[config.mk]
export PLATFORM = sky130hd
export DESIGN_NAME = ysyx_24110006_lsu_flat
export DESIGN_NICKNAME = d
export VERILOG_FILES = /design/src/rtl/ysyx_24110006_lsu_pkg.sv /design/src/rtl/ysyx_24110006_lsu_if.sv /design/src/rtl/ysyx_24110006_lsu_align.sv /design/src/rtl/ysyx_24110006_lsu.sv /design/src/flat_wrapper.sv
export SDC_FILE = /design/constraint.sdc
export NUM_CORES = 1
export LEC_CHECK = 0
export BUFFER_PORTS_ARGS = -buffer_cell sky130_fd_sc_hd__buf_2
export CAP_MARGIN = 25
export CORE_MARGIN = 1
export CORE_UTILIZATION = 39
export CTS_CLUSTER_SIZE = 12
export DETAILED_ROUTE_END_ITERATION = 6
export GPL_ROUTABILITY_DRIVEN = 0
export PLACE_DENSITY = 0.74
export SETUP_SLACK_MARGIN = 0.1
export SLEW_MARGIN = 20
export SYNTH_ARGS = -nofsm -noshare
export SYNTH_HDL_FRONTEND = slang
export SYNTH_SLANG_ARGS = --single-unit
export TNS_END_PERCENT = 30
[constraint.sdc]
create_clock -name i_clock -period 3.93 [get_ports i_clock]
set_clock_uncertainty 0.2 [all_clocks]
set_input_delay 0.786 -clock i_clock [delete_from_list [all_inputs] [get_ports i_clock]]
set_output_delay 0.786 -clock i_clock [all_outputs]
set_load 0.005 [all_outputs]
[src/rtl/ysyx_24110006_lsu_pkg.sv]
// Shared definitions for the load/store unit.
//   - load-type (funct3) constants
//   - FSM state encoding
//   - default bus timeout in cycles
package ysyx_24110006_pkg;

    localparam logic [2:0] LdLb  = 3'b000;
    localparam logic [2:0] LdLh  = 3'b001;
    localparam logic [2:0] LdLw  = 3'b010;
    localparam logic [2:0] LdLbu = 3'b100;
    localparam logic [2:0] LdLhu = 3'b101;

    localparam int unsigned TimeoutDefault = 255;

    typedef enum logic [1:0] {
        StIdle = 2'd0,
        StReq  = 2'd1,
        StWait = 2'd2,
        StDone = 2'd3
    } lsu_state_e;

endpackage

[src/rtl/ysyx_24110006_lsu_if.sv]
// Bundles every non-clock/reset signal of the LSU.
//   master : LSU side (execute input, memory bus master, write-back output)
//   slave  : environment side (execute stage, memory, WBU)
interface ysyx_24110006_lsu_if;

    // Execute -> LSU
    logic        i_valid;
    logic        o_ready;
    logic [31:0] i_result;
    logic [31:0] i_reg_src2;
    logic        i_mem_ren;
    logic        i_mem_wen;
    logic [3:0]  i_mem_wmask;
    logic [2:0]  i_mem_read_t;
    logic        i_reg_wen;
    logic [4:0]  i_rd;

    // Memory bus
    logic        o_mem_req;
    logic        i_mem_gnt;
    logic        o_mem_we;
    logic [31:0] o_mem_addr;
    logic [31:0] o_mem_wdata;
    logic [3:0]  o_mem_wstrb;
    logic        i_mem_rsp;
    logic [31:0] i_mem_rdata;
    logic        i_mem_err;

    // LSU -> WBU
    logic        o_valid;
    logic        i_ready;
    logic [31:0] o_wb_data;
    logic [4:0]  o_rd;
    logic        o_reg_wen;
    logic        o_err;

    modport master (
        input  i_valid, i_result, i_reg_src2, i_mem_ren, i_mem_wen, i_mem_wmask,
               i_mem_read_t, i_reg_wen, i_rd, i_mem_gnt, i_mem_rsp, i_mem_rdata,
               i_mem_err, i_ready,
        output o_ready, o_mem_req, o_mem_we, o_mem_addr, o_mem_wdata, o_mem_wstrb,
               o_valid, o_wb_data, o_rd, o_reg_wen, o_err
    );

    modport slave (
        output i_valid, i_result, i_reg_src2, i_mem_ren, i_mem_wen, i_mem_wmask,
               i_mem_read_t, i_reg_wen, i_rd, i_mem_gnt, i_mem_rsp, i_mem_rdata,
               i_mem_err, i_ready,
        input  o_ready, o_mem_req, o_mem_we, o_mem_addr, o_mem_wdata, o_mem_wstrb,
               o_valid, o_wb_data, o_rd, o_reg_wen, o_err
    );

endinterface

[src/rtl/ysyx_24110006_lsu_align.sv]
// Combinational data alignment for the LSU.
//   i_addr       byte address (low two bits select the lane)
//   i_src2       unshifted store data
//   i_wmask      store mask (0001 byte, 0011 half, 1111 word)
//   i_read_t     load type (funct3)
//   i_is_store   selects store sizing for the misalign check
//   i_rdata      full read word from memory
//   o_wdata      store data shifted into its byte lanes
//   o_wstrb      byte strobes
//   o_rdata      extracted and sign/zero-extended load value
//   o_misalign   half access on odd address or word access not word aligned
module ysyx_24110006_lsu_align
    import ysyx_24110006_pkg::*;
(
    input  logic [31:0] i_addr,
    input  logic [31:0] i_src2,
    input  logic [3:0]  i_wmask,
    input  logic [2:0]  i_read_t,
    input  logic        i_is_store,
    input  logic [31:0] i_rdata,
    output logic [31:0] o_wdata,
    output logic [3:0]  o_wstrb,
    output logic [31:0] o_rdata,
    output logic        o_misalign
);

    logic [4:0]  shamt;
    logic [31:0] lane;
    logic        is_half;
    logic        is_word;

    always_comb begin
        shamt   = {i_addr[1:0], 3'b000};
        o_wdata = i_src2 << shamt;
        o_wstrb = i_wmask << i_addr[1:0];

        lane = i_rdata >> shamt;
        case (i_read_t)
            LdLb:    o_rdata = {{24{lane[7]}}, lane[7:0]};
            LdLh:    o_rdata = {{16{lane[15]}}, lane[15:0]};
            LdLbu:   o_rdata = {24'd0, lane[7:0]};
            LdLhu:   o_rdata = {16'd0, lane[15:0]};
            default: o_rdata = lane;  // LW and the unused encodings
        endcase

        // Loads: funct3[1] set means word (010/011/110/111), 01 in the low bits means half.
        if (i_is_store) begin
            is_half = (i_wmask == 4'b0011);
            is_word = (i_wmask == 4'b1111);
        end else begin
            is_half = (i_read_t[1:0] == 2'b01);
            is_word = i_read_t[1];
        end
        o_misalign = (is_half && i_addr[0]) || (is_word && (i_addr[1:0] != 2'b00));
    end

endmodule

[src/rtl/ysyx_24110006_lsu.sv]
// Load/store stage between execute and write-back.
//   i_clock / i_reset  clock, asynchronous active-high reset
//   bus                execute handshake, single-outstanding req/gnt/rsp memory port,
//                      and valid/ready write-back output (see ysyx_24110006_lsu_if)
// Non-memory ops pass i_result through; misaligned accesses complete with o_err and
// no bus activity; a stalled bus aborts with o_err after TIMEOUT cycles.
module ysyx_24110006_lsu
    import ysyx_24110006_pkg::*;
#(
    parameter int unsigned TIMEOUT = TimeoutDefault
) (
    input logic                 i_clock,
    input logic                 i_reset,
    ysyx_24110006_lsu_if.master bus
);

    localparam logic [7:0] CntLast = 8'(TIMEOUT - 1);

    lsu_state_e  state_q, state_d;
    logic [31:0] addr_q, addr_d;
    logic [31:0] src2_q, src2_d;
    logic [3:0]  wmask_q, wmask_d;
    logic [2:0]  read_t_q, read_t_d;
    logic        wen_q, wen_d;
    logic        reg_wen_q, reg_wen_d;
    logic [4:0]  rd_q, rd_d;
    logic [31:0] wb_q, wb_d;
    logic        err_q, err_d;
    logic [7:0]  cnt_q, cnt_d;

    // The aligner sees the live inputs while idle (for the misalign decision at
    // capture) and the captured transaction afterwards.
    logic        idle;
    logic [31:0] al_addr, al_src2, al_wdata, al_rdata;
    logic [3:0]  al_wmask, al_wstrb;
    logic [2:0]  al_read_t;
    logic        al_store, al_misalign;
    logic        timed_out;

    always_comb begin
        idle      = (state_q == StIdle);
        al_addr   = idle ? bus.i_result     : addr_q;
        al_src2   = idle ? bus.i_reg_src2   : src2_q;
        al_wmask  = idle ? bus.i_mem_wmask  : wmask_q;
        al_read_t = idle ? bus.i_mem_read_t : read_t_q;
        al_store  = idle ? bus.i_mem_wen    : wen_q;
    end

    ysyx_24110006_lsu_align u_align (
        .i_addr     (al_addr),
        .i_src2     (al_src2),
        .i_wmask    (al_wmask),
        .i_read_t   (al_read_t),
        .i_is_store (al_store),
        .i_rdata    (bus.i_mem_rdata),
        .o_wdata    (al_wdata),
        .o_wstrb    (al_wstrb),
        .o_rdata    (al_rdata),
        .o_misalign (al_misalign)
    );

    assign timed_out = (cnt_q == CntLast);

    always_comb begin
        state_d   = state_q;
        addr_d    = addr_q;
        src2_d    = src2_q;
        wmask_d   = wmask_q;
        read_t_d  = read_t_q;
        wen_d     = wen_q;
        reg_wen_d = reg_wen_q;
        rd_d      = rd_q;
        wb_d      = wb_q;
        err_d     = err_q;
        cnt_d     = cnt_q;

        unique case (state_q)
            StIdle: begin
                if (bus.i_valid) begin
                    addr_d    = bus.i_result;
                    src2_d    = bus.i_reg_src2;
                    wmask_d   = bus.i_mem_wmask;
                    read_t_d  = bus.i_mem_read_t;
                    wen_d     = bus.i_mem_wen;
                    reg_wen_d = bus.i_reg_wen;
                    rd_d      = bus.i_rd;
                    cnt_d     = 8'd0;
                    wb_d      = 32'd0;
                    err_d     = 1'b0;
                    if (!bus.i_mem_ren && !bus.i_mem_wen) begin
                        wb_d    = bus.i_result;
                        state_d = StDone;
                    end else if (al_misalign) begin
                        err_d   = 1'b1;
                        state_d = StDone;
                    end else begin
                        state_d = StReq;
                    end
                end
            end
            StReq: begin
                if (bus.i_mem_gnt) begin
                    cnt_d   = 8'd0;
                    state_d = StWait;
                end else if (timed_out) begin
                    err_d   = 1'b1;
                    wb_d    = 32'd0;
                    state_d = StDone;
                end else begin
                    cnt_d = cnt_q + 8'd1;
                end
            end
            StWait: begin
                if (bus.i_mem_rsp) begin
                    wb_d    = wen_q ? 32'd0 : al_rdata;
                    err_d   = bus.i_mem_err;
                    state_d = StDone;
                end else if (timed_out) begin
                    err_d   = 1'b1;
                    wb_d    = 32'd0;
                    state_d = StDone;
                end else begin
                    cnt_d = cnt_q + 8'd1;
                end
            end
            StDone: begin
                if (bus.i_ready) begin
                    state_d = StIdle;
                end
            end
            default: state_d = StIdle;
        endcase
    end

    always_ff @(posedge i_clock or posedge i_reset) begin
        if (i_reset) begin
            state_q   <= StIdle;
            addr_q    <= 32'd0;
            src2_q    <= 32'd0;
            wmask_q   <= 4'd0;
            read_t_q  <= 3'd0;
            wen_q     <= 1'b0;
            reg_wen_q <= 1'b0;
            rd_q      <= 5'd0;
            wb_q      <= 32'd0;
            err_q     <= 1'b0;
            cnt_q     <= 8'd0;
        end else begin
            state_q   <= state_d;
            addr_q    <= addr_d;
            src2_q    <= src2_d;
            wmask_q   <= wmask_d;
            read_t_q  <= read_t_d;
            wen_q     <= wen_d;
            reg_wen_q <= reg_wen_d;
            rd_q      <= rd_d;
            wb_q      <= wb_d;
            err_q     <= err_d;
            cnt_q     <= cnt_d;
        end
    end

    assign bus.o_ready     = idle;
    assign bus.o_mem_req   = (state_q == StReq);
    assign bus.o_mem_we    = wen_q;
    assign bus.o_mem_addr  = {addr_q[31:2], 2'b00};
    assign bus.o_mem_wdata = al_wdata;
    assign bus.o_mem_wstrb = al_wstrb;
    assign bus.o_valid     = (state_q == StDone);
    assign bus.o_wb_data   = wb_q;
    assign bus.o_rd        = rd_q;
    assign bus.o_err       = err_q;
    assign bus.o_reg_wen   = reg_wen_q && !err_q;

endmodule

[src/flat_wrapper.sv]
// flat-port wrapper written by rule: the top's interface ports become plain ports
module ysyx_24110006_lsu_flat import ysyx_24110006_pkg::*;
#(
    parameter int unsigned TIMEOUT = TimeoutDefault
)
  (i_clock, i_reset, bus_i_valid, bus_i_result, bus_i_reg_src2, bus_i_mem_ren, bus_i_mem_wen, bus_i_mem_wmask, bus_i_mem_read_t, bus_i_reg_wen, bus_i_rd, bus_i_mem_gnt, bus_i_mem_rsp, bus_i_mem_rdata, bus_i_mem_err, bus_i_ready, bus_o_ready, bus_o_mem_req, bus_o_mem_we, bus_o_mem_addr, bus_o_mem_wdata, bus_o_mem_wstrb, bus_o_valid, bus_o_wb_data, bus_o_rd, bus_o_reg_wen, bus_o_err);
  ysyx_24110006_lsu_if bus_i ();
  input logic i_clock;
  input logic i_reset;
  input wire logic [$bits(bus_i.i_valid)-1:0] bus_i_valid;
  input wire logic [$bits(bus_i.i_result)-1:0] bus_i_result;
  input wire logic [$bits(bus_i.i_reg_src2)-1:0] bus_i_reg_src2;
  input wire logic [$bits(bus_i.i_mem_ren)-1:0] bus_i_mem_ren;
  input wire logic [$bits(bus_i.i_mem_wen)-1:0] bus_i_mem_wen;
  input wire logic [$bits(bus_i.i_mem_wmask)-1:0] bus_i_mem_wmask;
  input wire logic [$bits(bus_i.i_mem_read_t)-1:0] bus_i_mem_read_t;
  input wire logic [$bits(bus_i.i_reg_wen)-1:0] bus_i_reg_wen;
  input wire logic [$bits(bus_i.i_rd)-1:0] bus_i_rd;
  input wire logic [$bits(bus_i.i_mem_gnt)-1:0] bus_i_mem_gnt;
  input wire logic [$bits(bus_i.i_mem_rsp)-1:0] bus_i_mem_rsp;
  input wire logic [$bits(bus_i.i_mem_rdata)-1:0] bus_i_mem_rdata;
  input wire logic [$bits(bus_i.i_mem_err)-1:0] bus_i_mem_err;
  input wire logic [$bits(bus_i.i_ready)-1:0] bus_i_ready;
  output wire logic [$bits(bus_i.o_ready)-1:0] bus_o_ready;
  output wire logic [$bits(bus_i.o_mem_req)-1:0] bus_o_mem_req;
  output wire logic [$bits(bus_i.o_mem_we)-1:0] bus_o_mem_we;
  output wire logic [$bits(bus_i.o_mem_addr)-1:0] bus_o_mem_addr;
  output wire logic [$bits(bus_i.o_mem_wdata)-1:0] bus_o_mem_wdata;
  output wire logic [$bits(bus_i.o_mem_wstrb)-1:0] bus_o_mem_wstrb;
  output wire logic [$bits(bus_i.o_valid)-1:0] bus_o_valid;
  output wire logic [$bits(bus_i.o_wb_data)-1:0] bus_o_wb_data;
  output wire logic [$bits(bus_i.o_rd)-1:0] bus_o_rd;
  output wire logic [$bits(bus_i.o_reg_wen)-1:0] bus_o_reg_wen;
  output wire logic [$bits(bus_i.o_err)-1:0] bus_o_err;
  assign bus_i.i_valid = bus_i_valid;
  assign bus_i.i_result = bus_i_result;
  assign bus_i.i_reg_src2 = bus_i_reg_src2;
  assign bus_i.i_mem_ren = bus_i_mem_ren;
  assign bus_i.i_mem_wen = bus_i_mem_wen;
  assign bus_i.i_mem_wmask = bus_i_mem_wmask;
  assign bus_i.i_mem_read_t = bus_i_mem_read_t;
  assign bus_i.i_reg_wen = bus_i_reg_wen;
  assign bus_i.i_rd = bus_i_rd;
  assign bus_i.i_mem_gnt = bus_i_mem_gnt;
  assign bus_i.i_mem_rsp = bus_i_mem_rsp;
  assign bus_i.i_mem_rdata = bus_i_mem_rdata;
  assign bus_i.i_mem_err = bus_i_mem_err;
  assign bus_i.i_ready = bus_i_ready;
  assign bus_o_ready = bus_i.o_ready;
  assign bus_o_mem_req = bus_i.o_mem_req;
  assign bus_o_mem_we = bus_i.o_mem_we;
  assign bus_o_mem_addr = bus_i.o_mem_addr;
  assign bus_o_mem_wdata = bus_i.o_mem_wdata;
  assign bus_o_mem_wstrb = bus_i.o_mem_wstrb;
  assign bus_o_valid = bus_i.o_valid;
  assign bus_o_wb_data = bus_i.o_wb_data;
  assign bus_o_rd = bus_i.o_rd;
  assign bus_o_reg_wen = bus_i.o_reg_wen;
  assign bus_o_err = bus_i.o_err;
  ysyx_24110006_lsu #(.TIMEOUT(TIMEOUT)) u_core (.i_clock(i_clock), .i_reset(i_reset), .bus(bus_i));
endmodule
==> run summary <==
The run finished with clean final reports. Clock-pin slew was measured on the worst setup and hold paths at 0.06 ns. The path class of the lowest-slack min-delay path is flip-flop to flip-flop.

Summed over all cells, the static leakage comes to between 4 and 5 nW. The number of standard cells after synthesis is 802. The number of slew-limit violations in the final report came out at 0.

The maximum level of the CTS H-tree came out at 4. The count of antenna-violating nets left after detailed routing came out at 0. The max-capacitance violation count is 0. Leaving out fill and tap cells, the most frequent cell in the layout is sky130_fd_sc_hd__buf_2. After legalization and detailed placement, the total HPWL measured 17.0 mm. The peak fanout along the critical path is 27. The number of post-CTS setup repair buffers is 0.

The register cell area after layout is 0.00303 mm^2. The per-instance average area after synthesis is 10.0 um^2. For this block, the initial DRC count from the detailed router was 605. The share of the yosys chip area belonging to registers came out at between 30% and 40%. The first TritonRoute pass finished after 5 iterations. Among cell families on the critical path, the largest total delay comes from buffers and inverters. The routed design has 23.9 mm of wire. The number of buffers on the longest clock path came out at 2. In the final routed layout, each cell accounts on average for 18.9 um. The number of nets in the final layout is 1102.

Walking the worst path, the cells encountered are inv_1 > ha_4 > mux2i_4 > buf_4 > a211oi_1 > a311oi_1 > a31o_2 > buf_2. For the pin with the worst max-slew slack, the measured transition is about 1 ns. The Yosys step of the flow raised 0 warnings. The post-layout minimum cycle time is 3.66 ns. Summing all multi-input logic gate instances after layout gives 0.00447 mm^2. The worst-skew pair later-pin latency came out at approximately 0.42 ns. STA puts the critical path data arrival time at 2.67 ns.

The via count of the first global-routing pass came to a little under 7k. The core region area is 0.0202 mm^2. The total power density per cell area came out at 934 mW/mm^2. In the synthesized netlist the dominant register cell turns out to be sky130_fd_sc_hd__dfrtp_1. The slowest stage of the critical path is the sky130_fd_sc_hd__mux2i_4 cell. After synthesis, the share of flip-flops with an asynchronous set or reset is 100%. The final total negative setup slack came out at 0 ns.

After detailed routing, the number of vias per cell comes to 5.63. The flop and latch count out of synthesis is 121. The tree is rooted in a sky130_fd_sc_hd__clkbuf_16. The standard-cell row count came out at 52. The floorplan step set the die width to 146 um. The first-pass GRT wire length came out at 38.1 mm. The starting density of the core came out at 39.7%. The pin count of the biggest net entering global routing is 62.

The worst setup path is launched from a flip-flop. The summed instance area of the synthesized netlist is 0.00803 mm^2. The unique cell type count in the Yosys netlist came out at between 60 and 70. The final-layout fill cell count came out at 1867. The CTS tree is built. Setup repair after global routing could not meet its margin everywhere.

The synthesized design contains 0 enable-type register cells. The minimum hold slack came out at approximately 0.3 ns. In the routed design, unresolved DRC markers number 0. The CTS sink count came out at 121.

The kind of capture point of the worst setup path is an output port. The number of I/O port buffers came out at 226. At the worst endpoint, the required time is 2.94 ns. The full die area is 0.0212 mm^2. The final number of hold-violating endpoints came out at 0.

The sum of overflow across all layers after global routing came out at 0. Global routing consumed, over all layers together, 22.9% of the routing resources. The area added between synthesis and finish is 21.6%. Buffers inserted during clock tree synthesis total 17. The highest cell delay on the worst timing path came out at 0.44 ns. The via count of the routed design came out at 7098. The worst voltage drop across the vdd grid came out at 0.562 mV. The final cycle utilization of the critical path came out at ~93%. The initial antenna violation count came out at 1. The number of endpoints failing setup at the final stage is 0. The fraction of final layout cells with drive strength greater than 1 came out at 42.1%. The combined buffer and inverter count along the critical path is 3. The setup path with the least slack is of type flip-flop to output port.

The library cells used most frequently in the layout, excluding fill and tap cells, are sky130_fd_sc_hd__buf_2 (226), sky130_fd_sc_hd__dfrtp_1 (121), sky130_fd_sc_hd__mux2_2 (102), sky130_fd_sc_hd__nand2_1 (88), sky130_fd_sc_hd__a21oi_1 (50). The die height is 146 um. The number of I/O pins is 229.

Headroom to the max-slew limit came out at 34.5%. Based on the critical path, the design can be clocked at up to 0.273 GHz.
[per-layer routing]
metal	share of wire, %	vias to the layer above	GRT usage [%]
met2	47	296	37.0
met1	44	3476	30.4
li1	-	3296	-
met3	7.5	30	5.08
met4	1.5	0	7.58
met5	0	-	0
[kinds of logic after synthesis]
logic type / after synthesis / share of synthesized area, %
and+or+nand+nor: 193 / 11.8
muxes: 160 / 23.5
adders and majority gates: 6 / 0.934
other: 1 / 0.0467
DFF: 121 / 37.7
AOI/OAI and AO/OA: 216 / 18.8
buffers and inverters: 105 / 7.23
[power by group]
part	total (mW)	switching [mW]	internal, mW
clock network	1.56	0.597	0.965
registers	2.26	0.427	1.84
logic	5.29	2.84	2.45
[registers in the layout, indices dropped and copies added (netlist names)]
| register | cells |
|---|---|
| u_core.bus.o_mem_we | 1 |
| u_core.wmask_q | 4 |
| u_core.read_t_q | 3 |
| u_core.reg_wen_q | 1 |
| u_core.bus.o_rd | 5 |
| u_core.cnt_q | 8 |
| u_core.bus.o_err | 1 |
| u_core.src2_q | 32 |
| u_core.addr_q | 32 |
| u_core.state_q | 2 |
| u_core.bus.o_wb_data | 32 |
[synthesized netlist by cell type (11+ instances only)]
master                     number  share of area (%)
sky130_fd_sc_hd__nand3_1       14               0.87
sky130_fd_sc_hd__nor2b_1       19                1.5
sky130_fd_sc_hd__a21o_1        22                2.1
sky130_fd_sc_hd__a211oi_1      28                2.6
sky130_fd_sc_hd__buf_1         11               0.51
sky130_fd_sc_hd__mux4_2        11                3.1
sky130_fd_sc_hd__nor2_1        27                1.3
sky130_fd_sc_hd__clkbuf_1      21               0.98
sky130_fd_sc_hd__a21oi_1       50                3.1
sky130_fd_sc_hd__buf_4         36                3.4
sky130_fd_sc_hd__nand2_1       89                4.2
sky130_fd_sc_hd__dfrtp_1      121                 38
sky130_fd_sc_hd__o21ai_0       22                1.4
sky130_fd_sc_hd__a22oi_1       22                2.1
sky130_fd_sc_hd__o22ai_1       17                1.3
sky130_fd_sc_hd__buf_2         17                1.1
sky130_fd_sc_hd__mux2i_1       43                5.4
sky130_fd_sc_hd__inv_1         16               0.75
sky130_fd_sc_hd__mux2_2       103                 14
[layout make-up]
class / count / share of cell area (%)
Multi-Input combinational cell: 577 / 45.7
Timing Repair Buffer: 245 / 13.2
Clock inverter: 10 / 1.23
Sequential cell: 121 / 31.0
Antenna cell: 1 / 0.0256
Clock buffer: 21 / 4.71
Inverter: 16 / 0.653
Tap cell: 270 / 3.46
[final timing paths]
| path | endpoint | slack, ns | startpoint | cells after the start |
|---|---|---|---|---|
| min | u_core.addr_q[26] | 0.30 | u_core.addr_q[26] | 1 |
| max in group asynchronous | u_core.bus.o_mem_we | 2.51 | i_reset | 3 |
| max reg2reg | u_core.bus.o_wb_data[30] | 0.78 | u_core.state_q[0] | 9 |
| min reg2reg | u_core.addr_q[26] | 0.30 | u_core.addr_q[26] | 1 |
| min in group asynchronous | u_core.bus.o_wb_data[6] | 0.44 | i_reset | 3 |
| max | bus_o_mem_wdata[24] | 0.27 | u_core.state_q[0] | 8 |
[stage by stage]
stage                     instances  power (mW)  worst slack, ns  area, um^2  utilization (%)
after global routing           1261        9.79           0.0354        9770             48.3
after detailed placement       1229        7.49            0.401        9160             45.3
after floorplan                 803        6.07            0.603        8040                -
after CTS                      1260        9.11            0.111        9750             48.2
final                          1261        9.12            0.271        9770             48.3
after global placement         1229        7.40            0.423        9160             45.3
[timing repair]
| item | 4_1_cts | 5_1_grt |
|---|---|---|
| hold buffers | 0 | 0 |
| setup endpoints to repair | 1 | 16 |
| pin swaps | 0 | 0 |
| resized for setup | 1 | 5 |
Power figures use the tool's default switching activity.
